--- src/rtl/tcm_ram_pkg.sv ---
// Shared types and constants for the TCM SRAM port arbiter.
// Requester ids double as bit positions in the one-hot grant vector.
package tcm_ram_pkg;

    typedef enum logic {
        ST_INIT = 1'b0,
        ST_RUN  = 1'b1
    } state_e;

    localparam logic REQ_A = 1'b0;
    localparam logic REQ_B = 1'b1;

    localparam int DEF_ADDR_WIDTH = 5;
    localparam int DEF_DATA_WIDTH = 64;

endpackage

--- src/rtl/tcm_ram_arb_if.sv ---
// Requester-side bus of the TCM port arbiter: two request channels plus their responses.
// master = requesters (core / loader), slave = arbiter.
interface tcm_ram_arb_if #(
    parameter int ADDR_WIDTH = tcm_ram_pkg::DEF_ADDR_WIDTH,
    parameter int DATA_WIDTH = tcm_ram_pkg::DEF_DATA_WIDTH,
    parameter int NUM_WMASKS = DATA_WIDTH / 8
);
    logic                  a_req_valid_i;
    logic                  a_req_ready_o;
    logic                  a_req_we_i;
    logic [NUM_WMASKS-1:0] a_req_wmask_i;
    logic [ADDR_WIDTH-1:0] a_req_addr_i;
    logic [DATA_WIDTH-1:0] a_req_wdata_i;
    logic                  a_rsp_valid_o;

    logic                  b_req_valid_i;
    logic                  b_req_ready_o;
    logic                  b_req_we_i;
    logic [NUM_WMASKS-1:0] b_req_wmask_i;
    logic [ADDR_WIDTH-1:0] b_req_addr_i;
    logic [DATA_WIDTH-1:0] b_req_wdata_i;
    logic                  b_rsp_valid_o;

    logic [DATA_WIDTH-1:0] rsp_rdata_o;

    modport master (
        output a_req_valid_i, a_req_we_i, a_req_wmask_i, a_req_addr_i, a_req_wdata_i,
        output b_req_valid_i, b_req_we_i, b_req_wmask_i, b_req_addr_i, b_req_wdata_i,
        input  a_req_ready_o, a_rsp_valid_o, b_req_ready_o, b_rsp_valid_o, rsp_rdata_o
    );

    modport slave (
        input  a_req_valid_i, a_req_we_i, a_req_wmask_i, a_req_addr_i, a_req_wdata_i,
        input  b_req_valid_i, b_req_we_i, b_req_wmask_i, b_req_addr_i, b_req_wdata_i,
        output a_req_ready_o, a_rsp_valid_o, b_req_ready_o, b_rsp_valid_o, rsp_rdata_o
    );

endinterface

--- src/rtl/tcm_ram_rr_arb.sv ---
// Two-way round-robin grant: on a tie the requester not granted last wins.
// The grant already includes valid, so it doubles as the ready signal.
module tcm_ram_rr_arb
    import tcm_ram_pkg::*;
(
    input  logic       clk_i,
    input  logic       rst_i,
    input  logic       en_i,
    input  logic       valid_a_i,
    input  logic       valid_b_i,
    output logic [1:0] grant_o
);

    logic last_grant_q, last_grant_d;

    always_comb begin
        grant_o      = 2'b00;
        last_grant_d = last_grant_q;
        if (en_i) begin
            if (valid_a_i && (!valid_b_i || last_grant_q == REQ_B)) begin
                grant_o[REQ_A] = 1'b1;
                last_grant_d   = REQ_A;
            end else if (valid_b_i) begin
                grant_o[REQ_B] = 1'b1;
                last_grant_d   = REQ_B;
            end
        end
    end

    always_ff @(posedge clk_i) begin
        if (rst_i) begin
            last_grant_q <= REQ_B;
        end else begin
            last_grant_q <= last_grant_d;
        end
    end

endmodule

--- src/rtl/tcm_ram_arb.sv ---
// Zero-fills the TCM SRAM after reset, then shares its read/write port between
// two requesters and returns one response pulse per accepted request.
module tcm_ram_arb
    import tcm_ram_pkg::*;
#(
    parameter int ADDR_WIDTH = DEF_ADDR_WIDTH,
    parameter int DATA_WIDTH = DEF_DATA_WIDTH,
    parameter int NUM_WMASKS = DATA_WIDTH / 8,
    parameter bit INIT_EN    = 1'b1
) (
    input  logic                  clk_i,
    input  logic                  rst_i,
    tcm_ram_arb_if.slave          bus,
    output logic                  init_done_o,
    output logic                  ram_csb_o,
    output logic                  ram_web_o,
    output logic [NUM_WMASKS-1:0] ram_wmask_o,
    output logic [ADDR_WIDTH-1:0] ram_addr_o,
    output logic [DATA_WIDTH-1:0] ram_din_o,
    input  logic [DATA_WIDTH-1:0] ram_dout_i
);

    localparam int RAM_DEPTH = 1 << ADDR_WIDTH;
    localparam logic [ADDR_WIDTH-1:0] LAST_ADDR = ADDR_WIDTH'(RAM_DEPTH - 1);

    state_e                state_q, state_d;
    logic [ADDR_WIDTH-1:0] init_addr_q, init_addr_d;

    logic                  run_en;
    logic [1:0]            grant;
    logic                  sel_b;
    logic                  sel_we;
    logic [NUM_WMASKS-1:0] sel_wmask;
    logic [ADDR_WIDTH-1:0] sel_addr;
    logic [DATA_WIDTH-1:0] sel_wdata;

    logic                  pend_valid_q;
    logic                  pend_owner_q;
    logic                  pend_read_q;
    logic [1:0]            rsp_valid_q, rsp_valid_d;
    logic [DATA_WIDTH-1:0] rsp_rdata_q;

    // Reset gates the grant combinationally so nothing is accepted while rst_i is high.
    assign run_en = (state_q == ST_RUN) && !rst_i;

    tcm_ram_rr_arb u_rr_arb (
        .clk_i     (clk_i),
        .rst_i     (rst_i),
        .en_i      (run_en),
        .valid_a_i (bus.a_req_valid_i),
        .valid_b_i (bus.b_req_valid_i),
        .grant_o   (grant)
    );

    assign bus.a_req_ready_o = grant[REQ_A];
    assign bus.b_req_ready_o = grant[REQ_B];

    assign sel_b     = grant[REQ_B];
    assign sel_we    = sel_b ? bus.b_req_we_i    : bus.a_req_we_i;
    assign sel_wmask = sel_b ? bus.b_req_wmask_i : bus.a_req_wmask_i;
    assign sel_addr  = sel_b ? bus.b_req_addr_i  : bus.a_req_addr_i;
    assign sel_wdata = sel_b ? bus.b_req_wdata_i : bus.a_req_wdata_i;

    always_comb begin
        state_d     = state_q;
        init_addr_d = init_addr_q;
        if (state_q == ST_INIT) begin
            init_addr_d = init_addr_q + 1'b1;
            if (init_addr_q == LAST_ADDR) begin
                state_d = ST_RUN;
            end
        end
    end

    always_ff @(posedge clk_i) begin
        if (rst_i) begin
            state_q     <= INIT_EN ? ST_INIT : ST_RUN;
            init_addr_q <= '0;
        end else begin
            state_q     <= state_d;
            init_addr_q <= init_addr_d;
        end
    end

    always_comb begin
        ram_csb_o   = 1'b1;
        ram_web_o   = 1'b0;
        ram_wmask_o = '0;
        ram_addr_o  = '0;
        ram_din_o   = '0;
        if (rst_i) begin
            ram_web_o = 1'b1;
        end else if (state_q == ST_INIT) begin
            ram_csb_o   = 1'b0;
            ram_wmask_o = '1;
            ram_addr_o  = init_addr_q;
        end else if (|grant) begin
            ram_csb_o   = 1'b0;
            ram_web_o   = ~sel_we;
            ram_wmask_o = sel_we ? sel_wmask : '0;
            ram_addr_o  = sel_addr;
            ram_din_o   = sel_wdata;
        end
    end

    for (genvar gi = 0; gi < 2; gi++) begin : g_rsp
        assign rsp_valid_d[gi] = pend_valid_q && (pend_owner_q == 1'(gi));
    end

    // Stage 1 remembers who was granted; stage 2 fires the pulse once the macro's dout is valid.
    always_ff @(posedge clk_i) begin
        if (rst_i) begin
            pend_valid_q <= 1'b0;
            pend_owner_q <= REQ_A;
            pend_read_q  <= 1'b0;
            rsp_valid_q  <= 2'b00;
            rsp_rdata_q  <= '0;
        end else begin
            pend_valid_q <= |grant;
            pend_owner_q <= sel_b;
            pend_read_q  <= ~sel_we;
            rsp_valid_q  <= rsp_valid_d;
            if (pend_valid_q && pend_read_q) begin
                rsp_rdata_q <= ram_dout_i;
            end
        end
    end

    assign bus.a_rsp_valid_o = rsp_valid_q[REQ_A];
    assign bus.b_rsp_valid_o = rsp_valid_q[REQ_B];
    assign bus.rsp_rdata_o   = rsp_rdata_q;
    assign init_done_o       = (state_q == ST_RUN) && !rst_i;

endmodule

--- src/flat_wrapper.sv ---
// flat-port wrapper written by rule: the top's interface ports become plain ports
module tcm_ram_arb_flat import tcm_ram_pkg::*;
#(
    parameter int ADDR_WIDTH = DEF_ADDR_WIDTH,
    parameter int DATA_WIDTH = DEF_DATA_WIDTH,
    parameter int NUM_WMASKS = DATA_WIDTH / 8,
    parameter bit INIT_EN    = 1'b1
)
  (clk_i, rst_i, init_done_o, ram_csb_o, ram_web_o, ram_wmask_o, ram_addr_o, ram_din_o, ram_dout_i, bus_a_req_valid_i, bus_a_req_we_i, bus_a_req_wmask_i, bus_a_req_addr_i, bus_a_req_wdata_i, bus_b_req_valid_i, bus_b_req_we_i, bus_b_req_wmask_i, bus_b_req_addr_i, bus_b_req_wdata_i, bus_a_req_ready_o, bus_a_rsp_valid_o, bus_b_req_ready_o, bus_b_rsp_valid_o, bus_rsp_rdata_o);
  tcm_ram_arb_if #(.ADDR_WIDTH(ADDR_WIDTH), .DATA_WIDTH(DATA_WIDTH), .NUM_WMASKS(NUM_WMASKS)) bus_i ();
  input  logic clk_i;
  input  logic rst_i;
  output logic init_done_o;
  output logic ram_csb_o;
  output logic ram_web_o;
  output logic [NUM_WMASKS-1:0] ram_wmask_o;
  output logic [ADDR_WIDTH-1:0] ram_addr_o;
  output logic [DATA_WIDTH-1:0] ram_din_o;
  input  logic [DATA_WIDTH-1:0] ram_dout_i;
  input wire logic [$bits(bus_i.a_req_valid_i)-1:0] bus_a_req_valid_i;
  input wire logic [$bits(bus_i.a_req_we_i)-1:0] bus_a_req_we_i;
  input wire logic [$bits(bus_i.a_req_wmask_i)-1:0] bus_a_req_wmask_i;
  input wire logic [$bits(bus_i.a_req_addr_i)-1:0] bus_a_req_addr_i;
  input wire logic [$bits(bus_i.a_req_wdata_i)-1:0] bus_a_req_wdata_i;
  input wire logic [$bits(bus_i.b_req_valid_i)-1:0] bus_b_req_valid_i;
  input wire logic [$bits(bus_i.b_req_we_i)-1:0] bus_b_req_we_i;
  input wire logic [$bits(bus_i.b_req_wmask_i)-1:0] bus_b_req_wmask_i;
  input wire logic [$bits(bus_i.b_req_addr_i)-1:0] bus_b_req_addr_i;
  input wire logic [$bits(bus_i.b_req_wdata_i)-1:0] bus_b_req_wdata_i;
  output wire logic [$bits(bus_i.a_req_ready_o)-1:0] bus_a_req_ready_o;
  output wire logic [$bits(bus_i.a_rsp_valid_o)-1:0] bus_a_rsp_valid_o;
  output wire logic [$bits(bus_i.b_req_ready_o)-1:0] bus_b_req_ready_o;
  output wire logic [$bits(bus_i.b_rsp_valid_o)-1:0] bus_b_rsp_valid_o;
  output wire logic [$bits(bus_i.rsp_rdata_o)-1:0] bus_rsp_rdata_o;
  assign bus_i.a_req_valid_i = bus_a_req_valid_i;
  assign bus_i.a_req_we_i = bus_a_req_we_i;
  assign bus_i.a_req_wmask_i = bus_a_req_wmask_i;
  assign bus_i.a_req_addr_i = bus_a_req_addr_i;
  assign bus_i.a_req_wdata_i = bus_a_req_wdata_i;
  assign bus_i.b_req_valid_i = bus_b_req_valid_i;
  assign bus_i.b_req_we_i = bus_b_req_we_i;
  assign bus_i.b_req_wmask_i = bus_b_req_wmask_i;
  assign bus_i.b_req_addr_i = bus_b_req_addr_i;
  assign bus_i.b_req_wdata_i = bus_b_req_wdata_i;
  assign bus_a_req_ready_o = bus_i.a_req_ready_o;
  assign bus_a_rsp_valid_o = bus_i.a_rsp_valid_o;
  assign bus_b_req_ready_o = bus_i.b_req_ready_o;
  assign bus_b_rsp_valid_o = bus_i.b_rsp_valid_o;
  assign bus_rsp_rdata_o = bus_i.rsp_rdata_o;
  tcm_ram_arb #(.ADDR_WIDTH(ADDR_WIDTH), .DATA_WIDTH(DATA_WIDTH), .NUM_WMASKS(NUM_WMASKS), .INIT_EN(INIT_EN)) u_core (.clk_i(clk_i), .rst_i(rst_i), .bus(bus_i), .init_done_o(init_done_o), .ram_csb_o(ram_csb_o), .ram_web_o(ram_web_o), .ram_wmask_o(ram_wmask_o), .ram_addr_o(ram_addr_o), .ram_din_o(ram_din_o), .ram_dout_i(ram_dout_i));
endmodule
--- config.mk ---
export PLATFORM = sky130hd
export DESIGN_NAME = tcm_ram_arb_flat
export DESIGN_NICKNAME = d
export VERILOG_FILES = /design/src/rtl/tcm_ram_pkg.sv /design/src/rtl/tcm_ram_arb_if.sv /design/src/rtl/tcm_ram_rr_arb.sv /design/src/rtl/tcm_ram_arb.sv /design/src/flat_wrapper.sv
export SDC_FILE = /design/constraint.sdc
export NUM_CORES = 1
export LEC_CHECK = 0
export CAP_MARGIN = 15
export CORE_AREA = 2 2 145 147
export DETAILED_ROUTE_END_ITERATION = 6
export DIE_AREA = 0 0 147 149
export PLACE_DENSITY = 0.61
export SETUP_SLACK_MARGIN = 0.2
export SLEW_MARGIN = 20
export SYNTH_ARGS = -nofsm -noshare
export SYNTH_HDL_FRONTEND = slang
export SYNTH_HIERARCHICAL = 1
export SYNTH_SLANG_ARGS = --single-unit
--- constraint.sdc ---
create_clock -name clk_i -period 3 [get_ports clk_i]
set_input_delay 0.75 -clock clk_i [delete_from_list [all_inputs] [get_ports clk_i]]
set_output_delay 0.75 -clock clk_i [all_outputs]
set_load 0.02 [all_outputs]
==> impl_results.html <==
<table>
<tr><th>Metric</th><th>Value</th></tr>
<tr><th colspan="2">Global routing</th></tr>
<tr><td>GR Overflow Total</td><td>0</td></tr>
<tr><td>Via count of the first global-routing pass</td><td>5079</td></tr>
<tr><td>Antenna violations before repair</td><td>0</td></tr>
<tr><td>Tot GR Track Use</td><td>0.1702</td></tr>
<tr><td>Pin count of the biggest net entering global routing</td><td>65</td></tr>
<tr><td>Wire length of the first global-routing pass</td><td>28570 um</td></tr>
<tr><th colspan="2">Power</th></tr>
<tr><td>Worst vdd ir</td><td>221.7 uV</td></tr>
<tr><td>Static Leak</td><td>3.417 nW</td></tr>
<tr><td>PD cells</td><td>260.3 nW/um^2</td></tr>
<tr><th colspan="2">Route</th></tr>
<tr><td>First DRT Iteration DRCs</td><td>170</td></tr>
<tr><td>Via count normalized by instance count</td><td>4.212</td></tr>
<tr><td>Final WL</td><td>19200 um</td></tr>
<tr><td>Average wire per standard cell</td><td>around 16 um</td></tr>
<tr><td>Post-detailed-route count of antenna-violating nets</td><td>0</td></tr>
<tr><td>Vias</td><td>5038</td></tr>
<tr><td>DRT Pass-1 Iters</td><td>4</td></tr>
<tr><td>Number of remaining DRC errors</td><td>0</td></tr>
<tr><th colspan="2">STA</th></tr>
<tr><td>Tightest slew margin relative to the limit</td><td>0.5331</td></tr>
<tr><td>Clock skew after layout</td><td>0.007974 ns</td></tr>
<tr><td>Period utilization</td><td>0.9944</td></tr>
<tr><td>Final critical path time including I/O delays and setup</td><td>2.983 ns</td></tr>
<tr><td>Setup repair after global routing missed its margin</td><td>yes</td></tr>
<tr><td>Finish-stage setup viols</td><td>0</td></tr>
<tr><td>Final hold vios</td><td>0</td></tr>
<tr><td>Sum Neg Setup Slack</td><td>0 ns</td></tr>
<tr><td>Timing-limited maximum frequency</td><td>335.2 MHz</td></tr>
<tr><td>Slew at the pin closest to its max-slew limit</td><td>0.7004 ns</td></tr>
<tr><td>Post-route setup slack</td><td>0.01665 ns</td></tr>
<tr><td>Count of pins over their slew limit</td><td>0</td></tr>
<tr><th colspan="2">CTS</th></tr>
<tr><td>Cell chosen for the clock root</td><td>clkbuf_16</td></tr>
<tr><td>CTS buffer count</td><td>9</td></tr>
<tr><td>Clock-pin slew of the registers on the worst-case setup and hold paths</td><td>0.06 ns</td></tr>
<tr><td>CTS Buffer Depth</td><td>2</td></tr>
<tr><td>CTS tree</td><td>done</td></tr>
<tr><td>Hold Buf Count CTS</td><td>0</td></tr>
<tr><td>CTS sink cnt</td><td>76</td></tr>
<tr><td>Insertion delay of the later-clocked pin in the worst-skew pair</td><td>0.34 ns</td></tr>
<tr><td>Max H-tree Level</td><td>3</td></tr>
<tr><th colspan="2">Yosys</th></tr>
<tr><td>Post-synthesis instance total</td><td>between 500 and 600</td></tr>
<tr><td>Count of yosys warnings during synthesis</td><td>6</td></tr>
<tr><td>Dominant combinational cell family by area after synthesis</td><td>simple AND/OR/NAND/NOR gates</td></tr>
<tr><td>Portion of netlist area occupied by mux cells</td><td>0.1960</td></tr>
<tr><td>Main area contributors after synthesis</td><td>dfxtp_1 39%, mux2i_1 20%, nand2_1 13%</td></tr>
<tr><td>Cell taking the most area after synthesis</td><td>dfxtp_1</td></tr>
<tr><td>Post-synthesis simple-gate area fraction</td><td>0.2262</td></tr>
<tr><td>Avg Synthesized Cell Area</td><td>7.681 um^2</td></tr>
<tr><td>Sequential share of the synthesized area</td><td>0.3869</td></tr>
<tr><td>Mapped cell area</td><td>between 3000 and 4000 um^2</td></tr>
<tr><td>Compound-gate portion of the synthesized area</td><td>0.1199</td></tr>
<tr><td>Synthesized-area fraction occupied by adder cells</td><td>0.006363</td></tr>
<tr><td>Synth cell types</td><td>29</td></tr>
<tr><td>Synth Register Bits</td><td>76</td></tr>
<tr><td>Top-area cell type share of the netlist area</td><td>0.3869</td></tr>
<tr><td>Post-synthesis xor/xnor area fraction</td><td>0.006682</td></tr>
<tr><td>Number of nets produced by synthesis</td><td>738</td></tr>
<tr><th colspan="2">Cells and area</th></tr>
<tr><td>Commonest cells after routing, fill and taps aside</td><td>287 x clkdlybuf4s50_1, 131 x nand2_1, 76 x dfxtp_1, 64 x a21oi_1, 55 x buf_6</td></tr>
<tr><td>Net count reported at finish</td><td>1143</td></tr>
<tr><td>Core utilization of the finished layout</td><td>0.4862</td></tr>
<tr><td>Antenna Diode Count</td><td>0</td></tr>
<tr><td>Most common cell after layout, fill and taps aside</td><td>clkdlybuf4s50_1</td></tr>
<tr><td>Layout overhead on the synthesized area</td><td>154.2%</td></tr>
<tr><td>Fraction of layout cells with a size suffix above 1</td><td>0.3246</td></tr>
<tr><td>Post-layout instance count excluding filler cells</td><td>1196</td></tr>
<tr><th colspan="2">Die</th></tr>
<tr><td>Die Wd</td><td>roughly 150 um</td></tr>
<tr><td>I/O pins</td><td>372</td></tr>
<tr><td>Site Rows</td><td>53</td></tr>
<tr><td>Core area</td><td>just over 20000 um^2</td></tr>
<tr><td>Initial core utilization</td><td>0.1913</td></tr>
<tr><td>Die Y</td><td>around 150 um</td></tr>
<tr><td>Die ar.</td><td>21900 um^2</td></tr>
<tr><th colspan="2">Place</th></tr>
<tr><td>Placer's final routability congestion estimate</td><td>0.8620</td></tr>
<tr><td>Number of port buffers</td><td>371</td></tr>
<tr><td>Worst slack at placement</td><td>-0.7241 ns</td></tr>
<tr><td>DP Cell Count</td><td>between 1000 and 1500</td></tr>
<tr><td>Post-DP HPWL</td><td>15210 um</td></tr>
<tr><th colspan="2">Worst setup path</th></tr>
<tr><td>Kind of cell adding the most delay to the critical path</td><td>buffers and inverters</td></tr>
<tr><td>Series of cell instances along the critical path</td><td>buf_8 &gt; nor2b_4 &gt; nand2_2 &gt; a21oi_4 &gt; buf_6 &gt; o21ba_4 &gt; nand2_8 &gt; buf_12 &gt; nor2_4 &gt; clkdlybuf4s15_2</td></tr>
<tr><td>Worst setup EP type</td><td>output port</td></tr>
<tr><td>Worst Path Class, Setup</td><td>in -&gt; out</td></tr>
<tr><td>Crit-path max FO</td><td>16</td></tr>
<tr><td>Highest-delay cell along the critical path</td><td>clkdlybuf4s15_2</td></tr>
<tr><td>Register-to-Register Setup Slack</td><td>1.34 ns</td></tr>
<tr><td>Worst path max stage delay</td><td>0.27 ns</td></tr>
<tr><td>Kind of launch point of the worst setup path</td><td>primary input</td></tr>
<tr><td>WP data required</td><td>2.25 ns</td></tr>
<tr><td>Critical path buffers and inverters</td><td>4</td></tr>
<tr><td>Worst endpoint data arrival time</td><td>2.23 ns</td></tr>
<tr><th colspan="2">Worst hold path</th></tr>
<tr><td>Min-delay worst type</td><td>reg -&gt; reg</td></tr>
<tr><th colspan="2">Outcome</th></tr>
<tr><td>Status</td><td>finished, final reports clean</td></tr>
<tr><th colspan="2">Job</th></tr>
<tr><td>Count of max-cap constraint violations</td><td>0</td></tr>
</table>
-- Yosys cell counts --
cell,instances
a211o_1,1
a211oi_1,3
a21o_1,2
a21oi_1,66
a22o_1,1
a22oi_1,2
and2_1,1
and3_1,1
and3b_1,2
buf_2,17
buf_4,5
buf_6,4
clkbuf_1,14
dfxtp_1,76
ha_1,2
inv_1,2
mux2i_1,77
nand2_1,135
nand2_2,1
nand3b_1,1
nand4b_1,1
nor2_1,76
nor2b_1,5
nor3b_1,1
o21ai_0,11
o21ba_4,1
or2_2,1
xnor2_1,1
xor2_1,2
-- cell families after synthesis --
family / Yosys count
and+or+nand+nor: 225
AOI/OAI and AO/OA: 87
muxes: 77
DFF: 76
buffers and inverters: 42
xor gates and xnor gates: 3
adders and majority gates: 2
-- metal layers --
layer	wire (um)	part of all wire	up-vias	global-route usage
met5	0	0	-	0
met2	10150	0.53	211	0.3230
met1	7168	0.37	2297	0.1807
met3	1414	0.074	24	0.05046
met4	469	0.024	0	0.05481
li1	-	-	2506	-
-- area by class of cell --
cell class / instances / area [um^2]
Sequential cell: 76 / 1521
Clock buffer: 9 / 225.2
Inverter: 2 / 7.507
Tap cell: 275 / 344.1
Clock inverter: 6 / 65.06
Fill cell: 1918 / 10560
Multi-Input combinational cell: 394 / 3268
Timing Repair Buffer: 434 / 4563
-- metrics by stage --
stage                     total power, mW  hold WS [ns]  cell area (um^2)
after floorplan                     1.161        0.3891              4722
after global placement              1.517        0.4389              8872
after detailed placement            1.519        0.4328              8872
after CTS                           2.638        0.4393              9829
after global routing                2.717        0.4560              9995
final                               2.602        0.4353              9995
-- path summary, 6_finish.rpt --
check | endpoint | start | cells after the start
hold / removal | u_core/rsp_valid_q[0]$_SDFF_PP0_ | u_core/pend_owner_q$_SDFF_PP0_ | 1
hold reg to reg | u_core/rsp_valid_q[0]$_SDFF_PP0_ | u_core/pend_owner_q$_SDFF_PP0_ | 1
setup reg to reg | u_core/pend_read_q$_SDFF_PP0_ | u_core/state_q$_SDFF_PP0_ | 9
setup / recovery | ram_din_o[60] | rst_i | 10
-- repair_timing --
action                     in CTS  in global routing
setup endpoints to repair      81                 79
pin swaps                      16                  4
buffers inserted               20                  1
gates cloned                    3                  0
gates resized for setup       395                 55
-- registers in the layout, summed over array words and instances (netlist names) --
register / count
u_core/pend_owner_q: 1
u_core/init_addr_q: 5
u_core/pend_valid_q: 1
u_core/pend_read_q: 1
u_core/rsp_valid_q: 2
u_core/u_rr_arb/last_grant_q: 1
u_core/bus.rsp_rdata_o: 64
u_core/state_q: 1
-- power breakdown --
part | total (mW) | switching, mW | internal (mW)
clock network | 1.07 | 0.428 | 0.640
logic | 0.515 | 0.172 | 0.344
registers | 1.02 | 0.00459 | 1.01
total | 2.60 | 0.605 | 2.00
Power figures use the tool's default switching activity.
